`src/rtl/pwm_shadow_gen.sv`:
```
// PWM generator with shadowed period/high-time registers reloaded only at period wraps.
// Optional macro PWM_RAMP_EN limits the high-time change per period to RAMP_STEP.
module pwm_shadow_gen #(
  parameter int CNT_W      = 24,
  parameter int MIN_PERIOD = 2,
  parameter int RAMP_STEP  = 1000
) (
  input  logic             clk,
  input  logic             rst,
  input  logic             en,
  input  logic [CNT_W-1:0] period,
  input  logic [CNT_W-1:0] htime,
  output logic             led,
  output logic             cyc_end,
  output logic             busy,
  output logic             state_dbg
);

  typedef enum logic {IDLE = 1'b0, RUN = 1'b1} state_t;

  localparam logic [CNT_W-1:0] ONE  = CNT_W'(1);
  localparam logic [CNT_W-1:0] MINP = CNT_W'(MIN_PERIOD);

  state_t           state;
  logic [CNT_W-1:0] cnt;
  logic [CNT_W-1:0] act_period;
  logic [CNT_W-1:0] act_htime;

  logic [CNT_W-1:0] cnt_nxt;
  logic             at_wrap;
  logic [CNT_W-1:0] ld_period;
  logic [CNT_W-1:0] ld_target;
  logic [CNT_W-1:0] ld_htime;

  assign state_dbg = state;

  always_comb begin
    cnt_nxt   = cnt + ONE;
    at_wrap   = (cnt == act_period - ONE);
    ld_period = (period < MINP) ? MINP : period;
    ld_target = (htime > ld_period) ? ld_period : htime;
    ld_htime  = ld_target;
`ifdef PWM_RAMP_EN
    // Move toward the target by at most one step, then re-clamp to the new period.
    if (ld_target > act_htime) begin
      if (ld_target - act_htime > CNT_W'(RAMP_STEP)) ld_htime = act_htime + CNT_W'(RAMP_STEP);
    end else begin
      if (act_htime - ld_target > CNT_W'(RAMP_STEP)) ld_htime = act_htime - CNT_W'(RAMP_STEP);
    end
    if (ld_htime > ld_period) ld_htime = ld_period;
`endif
  end

`ifndef PWM_RAMP_EN
  logic unused_ramp;
  assign unused_ramp = (RAMP_STEP != 0);
`endif

  // Outputs are computed from next-cycle cnt and shadow values so they align with cnt.
  always_ff @(posedge clk or posedge rst) begin
    if (rst) begin
      state      <= IDLE;
      cnt        <= '0;
      act_period <= '0;
      act_htime  <= '0;
      led        <= 1'b0;
      cyc_end    <= 1'b0;
      busy       <= 1'b0;
    end else begin
      case (state)
        IDLE: begin
          cnt     <= '0;
          led     <= 1'b0;
          cyc_end <= 1'b0;
          busy    <= 1'b0;
          if (en) begin
            state      <= RUN;
            act_period <= ld_period;
            act_htime  <= ld_target;
            led        <= (ld_target != '0);
            cyc_end    <= (ld_period == ONE);
            busy       <= 1'b1;
          end
        end
        RUN: begin
          if (at_wrap) begin
            cnt <= '0;
            if (en) begin
              act_period <= ld_period;
              act_htime  <= ld_htime;
              led        <= (ld_htime != '0);
              cyc_end    <= (ld_period == ONE);
              busy       <= 1'b1;
            end else begin
              state   <= IDLE;
              led     <= 1'b0;
              cyc_end <= 1'b0;
              busy    <= 1'b0;
            end
          end else begin
            cnt     <= cnt_nxt;
            led     <= (cnt_nxt < act_htime);
            cyc_end <= (cnt_nxt == act_period - ONE);
            busy    <= 1'b1;
          end
        end
        default: state <= IDLE;
      endcase
    end
  end

endmodule

```
`config.mk`:
```
export PLATFORM = sky130hd
export DESIGN_NAME = pwm_shadow_gen
export DESIGN_NICKNAME = d
export VERILOG_FILES = /design/src/rtl/pwm_shadow_gen.sv
export SDC_FILE = /design/constraint.sdc
export NUM_CORES = 1
export LEC_CHECK = 0
export ABC_AREA = 1
export BUFFER_PORTS_ARGS = -buffer_cell sky130_fd_sc_hd__buf_2
export CAP_MARGIN = 10
export CORE_ASPECT_RATIO = 2
export CORE_MARGIN = 2
export CORE_UTILIZATION = 30
export DETAILED_ROUTE_END_ITERATION = 10
export SYNTH_ARGS = -nofsm -noshare
export SYNTH_HDL_FRONTEND = slang
export SYNTH_SLANG_ARGS = --single-unit
```
`constraint.sdc`:
```
create_clock -name clk -period 3.3 [get_ports clk]
set_input_delay 0.825 -clock clk [delete_from_list [all_inputs] [get_ports clk]]
set_output_delay 0.825 -clock clk [all_outputs]
set_load 0.02 [all_outputs]
```
## Yosys cells after proc, flatten, opt, wreduce, memory -nomap -nowiden

Cells that the tools add are included.

| operators by class | value |
|---|---|
| add/subtract/negate cells | 2 |
| order comparisons | 3 |
| eq/ne operators | 4 |
| mux-type cells | 19 |
| bitwise logic cells | 1 |
| reduce and logical (&&, ||, !) cells | 1 |

Operators with widths:

| kind | count |
|---|---|
| $mux 24 | 7 |
| $pmux 24 s2 | 3 |
| $eq 24x24->1 | 2 |
| $add 24x1->24 const B | 1 |
| $eq 24x1->1 const B | 1 |
| $gt 24x24->1 | 1 |
| $lt 24x2->1 const B | 1 |
| $lt 24x24->1 | 1 |
| $reduce_bool 24->1 | 1 |
| $sub 24x1->24 const B | 1 |
| $mux 1 | 6 |
| $pmux 1 s2 | 3 |
| $ne 2x1->1 const B | 1 |
| $not 1->1 | 1 |

| storage, ports and cells | value |
|---|---|
| bits in registers | 75 |
| input bits | 51 |
| output and inout port bits | 4 |
| word-level logic and storage cells | 36 |

## Depth between registers and ports, before layout

| logic depth | value |
|---|---|
| depth in word-level cells | 8 |
| depth in mapped cells | 26 |
| depth with buffers taken out | 25 |

## Least setup slack after synthesis

OpenSTA, ideal clock, no wires.

| timing path | value |
|---|---|
| path type | input to register |
| start point | input period[5] |
| end point | register led |
| library setup time | 0.116 ns |
| arrival time | 2.972 ns |
| data required time | 3.184 ns |
| setup slack | 0.212 ns |
| stages | 22 |
| path buffers | 1 |
| cell sequence | nor4_1 > nand4_1 > nand2_1 > inv_1 > ha_1 > nand2_1 > nand2_1 > nand2_1 > nand2_1 > nand2_1 > nand2_1 > nand2_1 > nand3_1 > nand2_1 > clkbuf_1 > o21ai_0 > nor2_1 > nand2_1 > nor2_1 > nand3_1 > nand2_1 > nand2_1 |

| on the way | value |
|---|---|
| cells in the longest elaborated chain, start to end | 8 |

Ends and longest elaborated chain:

| element | RTL line | text |
|---|---|---|
| start: declaration | 11 | `input logic [CNT_W-1:0] period,` |
| $lt 24x2->1 | 40 | `ld_period = (period < MINP) ? MINP : period;` |
| $mux 24 * | 40 |  |
| $gt 24x24->1 | 41 | `ld_target = (htime > ld_period) ? ld_period : htime;` |
| $mux 24 * | 41 |  |
| $reduce_bool 24->1 * | 80, 91 |  |
| $mux 1 * | 76, 88 |  |
| $mux 1 | 86 | `if (at_wrap) begin` |
| $pmux 1 s2 * | 70 | `case (state)` |
| end signal: assignment | 80 | `led <= (ld_target != '0);` |
| end signal: assignment | 91 | `led <= (ld_htime != '0);` |
| end signal: assignment | 102 | `led <= (cnt_nxt < act_htime);` |
| end: declaration | 13 | `output logic led,` |

Mark *: on every way between the ends. The rest lies on a longest branch, timed or not.
A chain may end at the register's enable or synchronous reset.

## Worst setup path in the final report

| timing path | value |
|---|---|
| start point | input period[1] |
| end point | register led |

Same word-level chain as after synthesis.

==> run summary <==
Yosys cell types: 39
Fin. Hold Viols: 0
largest net degree at the start of global routing: 76
pre-CTS setup slack: -396 ps
Syn Nets: 1059
drt drc: 0
Buf/Inv on CP: 5
reg2reg start: act_period[0]$_DFFE_PP0P_
mean area per synthesized cell: 6.64 um2
crit path to: led$_DFF_PP0_
CTS H-tree lvls: 3
remaining antenna violation count: 0
maximum clock frequency: 302 MHz
Top Family by Delay on Critical Path: simple AND/OR/NAND/NOR gates
Inserted Diodes: 0
DR WL/cell: 13.5 um
Hold Path Class: input port to asynchronous set/reset pin
outcome: complete, but fails checks
r2r setup slk: 280 ps
Initial DRT Pass Iterations: 4
Data arrival, critical path: 3550 ps
GP Congestion: 0.875
starting density of the core: 30.4%
final worst slack: -8.14 ps
#FFs+latches synth: 75
Post-Route Setup TNS: -8.14 ps
PwrDens: 377 nW/um2
# port buffers: 54
clock power share: 33.9%
clk_lat worst skew: 350 ps
most frequent cells in the layout: 351 x nand2_1, 118 x nor2_1, 109 x inv_1, 107 x buf_4, 75 x dfrtp_1
commonest non-fill, non-tap cell in the layout: nand2_1
leak pwr: 4.55 nW
crit share post-route: 100%
required time worst endpoint: 3540 ps
die area: 22500 um2
CTS Buffer Depth: 2
failing checks: setup timing
Die Wd: 107 um
core area: 20900 um2
DP Cell Count: 1356
Worst-Margin Slew: 491 ps
Peak VDD IR: 0.000248 V
Area Growth Syn to Fin: 30.3%
EDFF count, synth: 0
Clock Pin Slew Worst Setup and Hold Paths: 60 ps
sequential-to-total area share from yosys stat: 29.5%
global-route usage over all layers: 17.3%
Logic pwr share: 31.6%
vias post-DR: 6283
Final Non-Filler Cells: 1389
num ports: 55
Setup Skew: 6.63 ps
share of flip-flops with an asynchronous set or reset: 100%
Vias/cell: 4.52
reg-to-reg endpoint: act_period[9]$_DFFE_PP0P_
kind of critical path: input port to flip-flop
switching share of power: 32.4%
CTS Buf Count: 9
reg2reg path depth: 17
Internal Power: 2.11 mW
GR Overflow Total: 0
Sw Pwr: 1.01 mW
slowest cell on the critical path: nor4_4
crit path launch type: input port
Hold WS: 477 ps
MaxCap Viol Count: 0
Sequential Power Share: 34.5%
row count: 75
Critical Path Source: period[1]
clock root buffer: clkbuf_16
initial drt markers: 183
Main synth FF type: dfrtp_1
Yosys warnings: 0
mapped cell area: 6370 um2
Die Y-Extent: 210 um
initial antenna violation count: 0
Tmin final: 3310 ps
Setup crit end kind: flip-flop
Synth Instances: 959
cts hold-fix bufs: 0
CTS Sinks: 75
Crit path largest cell delay: 270 ps
ratio of cells with drive above 1 in the final layout: 22.1%
number of global-route vias before repair: 6260
Core Util, Final: 39.7%
unrepaired setup endpoints after global routing: yes
endpoints failing setup: 1
critical path depth in cells: 26
CTS tree: yes
Final nets: 1217
Post-Route WL: 18.8 mm
Crit path top cell by count: nand2_1
post-detail-place hpwl: 15.0 mm
final slew viol count: 0
relative slew slack: 67.3%
crit path max fanout: 7
first-pass GRT wire length: 30.0 mm
## Yosys cell counts (2+ instances only)
master	n	area [um2]
nand3b_1	2	15.0
o21ai_0	12	60.1
clkbuf_1	6	22.5
inv_2	5	18.8
a21oi_1	20	100
dfrtp_1	75	1880
nand4_1	17	106
buf_2	8	40.0
o211ai_1	2	15.0
xnor3_1	7	158
xor3_1	2	47.6
or2_2	3	18.8
nor2_4	2	22.5
a21o_1	2	15.0
xnor2_1	15	131
nor2_2	6	37.5
buf_4	2	15.0
buf_6	4	45.0
nor2_1	121	454
nor3_1	11	55.1
nand2_2	4	25.0
nand3_1	45	225
ha_1	49	613
inv_1	126	473
nand2_1	367	1380
xor2_1	33	289
## layer usage
layer  GRT usage [%]  vias up  share of wire (%)
met4            12.3        0                6.5
met2            33.6      124                 57
met3            1.86       62                2.0
li1                -     3277                  -
met5               0        -                  0
met1            16.1     2820                 35
## kinds of logic (layout without fill, tap and decap cells)
family | after synthesis | count (layout) | share of synthesized area (%)
AND/OR/NAND/NOR | 585 | 585 | 37.6
buffers and inverters | 151 | 312 | 9.64
flip-flops | 75 | 75 | 29.5
XOR/XNOR | 57 | 57 | 9.82
adder cells (fa/ha/maj) | 49 | 49 | 9.62
AO/OA/AOI/OAI | 42 | 42 | 3.83
## registers in the layout (all words and copies together) (netlist names)
name / flops
act_period: 24
state_dbg: 1
cyc_end: 1
act_htime: 24
cnt: 24
led: 1
## cell type report
cell class	instances	area, um2
Inverter	131	498
Sequential cell	75	1880
Multi-Input combinational cell	733	3990
Clock inverter	4	76.3
Timing Repair Buffer	167	1290
Tap cell	269	337
Clock buffer	10	239
Fill cell	2192	12600
## through the flow
step / cell area (um2) / total power, mW
finish: 8300 / 3.13
global route: 8300 / 3.35
CTS: 8050 / 3.09
detailed placement: 7600 / 2.01
global placement: 7600 / 1.99
floorplan: 6370 / 1.68
## worst register-to-register path, stage by stage (launching register included)
cell	delay, ps
dfrtp_1	450
inv_1	140
ha_1	240
nand3_4	150
nor2_4	230
nand3_1	110
nand2_1	140
xor2_1	160
nand2_1	80
nor2_1	90
nand2_1	50
nor2_1	210
nand2_2	160
nand2_4	170
nand2_2	60
buf_4	260
nand2_1	170
nand2_1	60
## how the worst min path moves through the flow
| stage | start | slack, ps | to |
|---|---|---|---|
| 2_1_floorplan | act_htime[0]$_DFFE_PP0P_ | 450 | act_htime[0]$_DFFE_PP0P_ |
| 3_3_place_gp | act_htime[14]$_DFFE_PP0P_ | 460 | act_htime[14]$_DFFE_PP0P_ |
| 3_5_place_dp | act_htime[3]$_DFFE_PP0P_ | 470 | act_htime[3]$_DFFE_PP0P_ |
| 4_1_cts | act_htime[3]$_DFFE_PP0P_ | 480 | act_htime[3]$_DFFE_PP0P_ |
| 5_1_grt | act_htime[15]$_DFFE_PP0P_ | 490 | act_htime[15]$_DFFE_PP0P_ |
| 6_report | rst | 480 | cnt[1]$_DFF_PP0_ |
## power by group through the flow
stage	Clock, mW	Sequential [mW]	Combinational [mW]
after floorplan	0	1.07	0.605
after global routing	1.11	1.09	1.15
after global placement	0	1.09	0.898
after CTS	1.08	1.08	0.935
final	1.06	1.08	0.988
after detailed placement	0	1.09	0.913
## repair_timing
action / CTS / global route
pin swaps: 2 / 29
cloned: 0 / 1
buffers inserted: 15 / 5
hold endpoints to repair: 0 / 0
gates resized for setup: 3 / 75
endpoints found under the setup margin: 1 / 8
Power figures use the tool's default switching activity.
